## src/rtl/rr_arb_ctrl.sv

```systemverilog
// rr_arb_ctrl: round-robin arbiter controller for N requesters.
// Owns the one-hot circular priority pointer and a registered one-hot grant.
// A grant is held while its requester keeps req high. On release the
// pointer advances past the released requester, and the next winner is
// granted on the same edge (zero-bubble handover).
// Optional feature: define RR_HOLD_LIMIT_EN to force a release after
// MAX_HOLD consecutive grant cycles.
module rr_arb_ctrl #(
    parameter int N        = 4,
    parameter int MAX_HOLD = 8,
    parameter int IDW      = $clog2(N)
) (
    input  logic           clk,
    input  logic           reset,
    input  logic [N-1:0]   req,
    output logic [N-1:0]   gnt,
    output logic           gnt_valid,
    output logic [IDW-1:0] gnt_id,
    output logic [N-1:0]   prior,
    output logic           ld_prior,
    output logic           ld_ng
);

    localparam int W2 = 2 * N;

    typedef enum logic [1:0] {
        ST_RESET,
        ST_ARB,
        ST_GRANT
    } state_t;

    state_t         state;
    state_t         state_next;
    logic [N-1:0]   gnt_next;
    logic [N-1:0]   prior_next;
    logic           ld_prior_next;
    logic           ld_ng_next;

    logic [N-1:0]   rot_gnt;
    logic           owner_req;
    logic           hold_expired;
    logic           releasing;
    logic [N-1:0]   arb_ptr;
    logic [N-1:0]   below_ptr;
    logic [W2-1:0]  dbl_req;
    logic [W2-1:0]  first_dbl;
    logic [N-1:0]   win;
    logic           win_any;

    // Release detection and the pointer used for this edge's arbitration:
    // a releasing grant arbitrates against the already-advanced pointer.
    assign rot_gnt   = {gnt[N-2:0], gnt[N-1]};
    assign owner_req = |(req & gnt);
    assign releasing = (state == ST_GRANT) && (!owner_req || hold_expired);
    assign arb_ptr   = releasing ? rot_gnt : prior;

    // Double-width masked priority select: the upper copy holds all of req,
    // the lower copy only the bits at or above the pointer. Isolating the
    // lowest set bit and folding both halves gives the circular winner.
    assign below_ptr = arb_ptr - N'(1);
    assign dbl_req   = {req, req & ~below_ptr};
    assign first_dbl = dbl_req & (~dbl_req + W2'(1));
    assign win       = first_dbl[N-1:0] | first_dbl[W2-1:N];
    assign win_any   = |req;

`ifdef RR_HOLD_LIMIT_EN
    localparam int CW = $clog2(MAX_HOLD + 1);

    logic [CW-1:0] hold_cnt;
    logic [CW-1:0] hold_cnt_next;

    assign hold_expired = (hold_cnt == CW'(MAX_HOLD));

    // Hold counter: 1 on every new grant, counts grant cycles, clears when idle.
    always_comb begin
        hold_cnt_next = hold_cnt;
        if (ld_ng_next) begin
            hold_cnt_next = CW'(1);
        end else if (releasing) begin
            hold_cnt_next = '0;
        end else if (state == ST_GRANT) begin
            hold_cnt_next = hold_cnt + CW'(1);
        end
    end

    // Hold counter register.
    always_ff @(posedge clk) begin
        if (reset) begin
            hold_cnt <= '0;
        end else begin
            hold_cnt <= hold_cnt_next;
        end
    end
`else
    assign hold_expired = 1'b0;
`endif

    // Next-state, next-grant, next-pointer and strobe decode.
    always_comb begin
        state_next    = state;
        gnt_next      = gnt;
        prior_next    = prior;
        ld_prior_next = 1'b0;
        ld_ng_next    = 1'b0;
        case (state)
            ST_RESET, ST_ARB: begin
                if (win_any) begin
                    gnt_next   = win;
                    ld_ng_next = 1'b1;
                    state_next = ST_GRANT;
                end else begin
                    gnt_next   = '0;
                    state_next = ST_ARB;
                end
            end
            ST_GRANT: begin
                if (releasing) begin
                    prior_next    = rot_gnt;
                    ld_prior_next = 1'b1;
                    if (win_any) begin
                        gnt_next   = win;
                        ld_ng_next = 1'b1;
                    end else begin
                        gnt_next   = '0;
                        state_next = ST_ARB;
                    end
                end
            end
            default: begin
                state_next = ST_ARB;
                gnt_next   = '0;
            end
        endcase
    end

    // State, grant, pointer and strobe registers with synchronous reset.
    always_ff @(posedge clk) begin
        if (reset) begin
            state    <= ST_RESET;
            gnt      <= '0;
            prior    <= N'(1);
            ld_prior <= 1'b0;
            ld_ng    <= 1'b0;
        end else begin
            state    <= state_next;
            gnt      <= gnt_next;
            prior    <= prior_next;
            ld_prior <= ld_prior_next;
            ld_ng    <= ld_ng_next;
        end
    end

    // Binary index of the registered one-hot grant (0 when idle).
    always_comb begin
        gnt_id = '0;
        for (int i = 0; i < N; i++) begin
            if (gnt[i]) begin
                gnt_id = gnt_id | IDW'(i);
            end
        end
    end

    assign gnt_valid = |gnt;

endmodule

```

## config.mk

```make
export PLATFORM = sky130hd
export DESIGN_NAME = rr_arb_ctrl
export DESIGN_NICKNAME = d
export VERILOG_FILES = /design/src/rtl/rr_arb_ctrl.sv
export SDC_FILE = /design/constraint.sdc
export NUM_CORES = 1
export LEC_CHECK = 0
export BUFFER_PORTS_ARGS = -buffer_cell sky130_fd_sc_hd__buf_2
export CAP_MARGIN = 0
export CORE_MARGIN = 5
export CORE_UTILIZATION = 30
export CTS_CLUSTER_DIAMETER = 100
export CTS_CLUSTER_SIZE = 40
export DETAILED_ROUTE_END_ITERATION = 8
export HOLD_SLACK_MARGIN = 0.08
export PLACE_DENSITY = 0.62
export RECOVER_POWER = 50
export SYNTH_ARGS = -nofsm -noshare
export SYNTH_HDL_FRONTEND = slang
export SYNTH_SLANG_ARGS = --single-unit
```

## constraint.sdc

```tcl
create_clock -name clk -period 3.3 [get_ports clk]
set_clock_uncertainty 0.2 [all_clocks]
set_input_delay 0.495 -clock clk [delete_from_list [all_inputs] [get_ports clk]]
set_output_delay 0.495 -clock clk [all_outputs]
set_load 0.01 [all_outputs]
```

==> results.cfg <==
[floorplan]
start_util_pct = 31.4
row_count = 18
ios = 19
dieArea_um2 = 3740
die_w_um = 61.1
core_um2 = 2500
die_h_um = 61.1

[yosys]
yosys_warnings = 0
syn_nets = 94
synthCells = 87
synth_top_area_cell = dfxtp_1
ys_seq_area_share_pct = 30.6
ys_async_sr_fraction_pct = 0
yosysUniqueCellTypes = 40
synth_area_um2 = 785
yosys_most_used_dff = dfxtp_1
syn_avg_cell_area_um2 = 9.02
netlist_top_cells_area = dfxtp_1, a22oi_4, mux2i_1, nand2_1, a221oi_4
netlist.area_leader.share_pct = 30.6
synth_edf_count = 0
synth-seq-cells = 12

[drt]
postRouteWirelength_mm = 2.02
dr.pass1.iters = 4
vias = 751
ant_nets = 0
drt_iter0_drc = 27
avgViaCountPerCell = 5.48
drc = 0
routedWlPerCell_um = 14.8

[timing]
tns_ns = 0
finalHoldViolCount = 0
rsz0062_at_grt = false
finalSetupViolations = 0
max_freq_mhz = 343
period_minus_slack_ns = 2.91
maxSlewHeadroom_pct = 69.9
final.setup.worst_slack_ns = 0.388
finalCritPeriodShare_pct = 88.2
maxSlewViolCount = 0
tightestPinTransition_ns = 0.447

[place]
post-place-cells = 134
dpl_worst_slack_ns = 0.248
hpwlAfterDp_mm = 1.55
io_buffers = 18
gp_congestion = 0.838

[worst_setup_path]
slowest_delay_ns = 0.47
cp_max_fo = 8
worstSetupPathType = primary input to flop
rr_worst_depth = 10
start_kind = primary input
cp_slowest_cell = or3b_2
critPathCaptureType = flop
cp_data_required_time_ns = 3.26
path_delay_family = compound AO/OA/AOI/OAI gates
crit_chain = clkbuf_1 > a22oi_4 > nand3_2 > mux2_1 > inv_1 > ha_1 > or3b_2 > a32oi_1 > nor2_1 > a31oi_1 > o21ai_1
worst-path-buf-inv = 2
critPathArrivalTime_ns = 2.87
cp.depth = 11

[clocking]
clk_path_buf_depth = 2
htreeDepth = 1
clock_latency_ns = 0.26
clock-sinks = 12
cts_resized = 0
cts_made_buffers = 3
cts.hold.buffers_added = 0
cts-root-buf = clkbuf_4
clk_pin_slew_ns = 0.07
cts_tree = done
cts_setup_buffers = 0

[layout]
drive_gt1_share_pct = 27.1
final_cells = 137
num_antenna_cells = 0
syn2layout_area_growth_pct = 16.1
fin_util_pct = 36.4
fin_nets = 116
layout_common_cells = dfxtp_1, buf_2, nand2_1

[run]
cap_violations = 0

[global_routing]
grt_first_pass_wirelength_mm = 3.22
grt_usage_pct = 11.5
antenna_found_initial = 0
grt_overflow = 0
grt_pass1_vias = 652
grt_max_degree = 11

[hold_path]
whs_path_depth = 1
hp-class = flop to flop

[power_and_ir_drop]
total_power_mw = 0.459
ir_drop_mv = 0.340
leakage_nw = 0.415
p_per_area_nw_per_um2 = 504

[outcome]
status = complete, no violations
-- per-stage QoR --
step	hold WS, ns	cell area [µm²]
finish	0.305	911
global route	0.329	911
CTS	0.312	923
detailed placement	0.308	901
global placement	0.285	901
floorplan	0.264	785
-- registers in the layout (all words and copies together), names as in the netlist --
name / count
gnt: 4
ld_ng: 1
ld_prior: 1
prior: 4
state: 2
-- per-layer routing --
layer / up-vias / wire length [µm] / track usage [%]
li1: 369 / - / -
met1: 349 / 943 / 15.2
met2: 31 / 912 / 18.7
met3: 2 / 151 / 3.77
met4: 0 / 15 / 1.24
met5: - / 0 / 0
-- cell type report --
cell class,count,area [µm²]
clock buffer,3,22.5
fill,267,1590
inverter,1,3.75
multi-input combinational,71,509
sequential,12,240
tap,30,37.5
timing repair buffer,20,97.6
-- path summary, 6_finish.rpt --
kind,startpoint,to,slack [ns]
min,state[0],state[1],0.31
max,req[1],gnt[0],0.39
min reg2reg,state[0],state[1],0.31
max reg2reg,gnt[3],gnt[0],0.46
-- report_power, final --
part	switching, mW	total [mW]	internal [mW]
Clock	0.0432	0.0853	0.0422
Sequential	0.0184	0.177	0.158
Combinational	0.109	0.196	0.0876
-- cell usage after synthesis, types with 2 or more instances --
library cell / n
or2_2: 3
a31oi_1: 3
or4_1: 2
nor3_1: 2
nand3_1: 5
buf_6: 2
o31ai_1: 3
dfxtp_1: 12
nor2_1: 7
o21ai_1: 3
a22oi_4: 2
nand2_1: 10
mux2i_1: 4
a21oi_1: 3
-- kinds of logic (layout without fill, tap and decap cells) --
logic type / count (synthesis) / in the layout / share of synthesized area (%)
adders and majority gates: 1 / 1 / 1.59
AOI/OAI and AO/OA: 22 / 22 / 25.8
DFF: 12 / 12 / 30.6
buffers and inverters: 4 / 24 / 3.83
muxes: 6 / 6 / 8.45
and+or+nand+nor: 42 / 42 / 29.7
-- worst reg2reg max path, delay by kind of cell, from the launching register on --
family | cells | cell delay [ns]
AND/OR/NAND/NOR | 3 | 0.78
AO/OA/AOI/OAI | 4 | 0.73
flip-flops | 1 | 0.41
multiplexers | 1 | 0.27
adder cells (fa/ha/maj) | 1 | 0.27
buffers and inverters | 1 | 0.07
(Power assumes the default switching activity.)
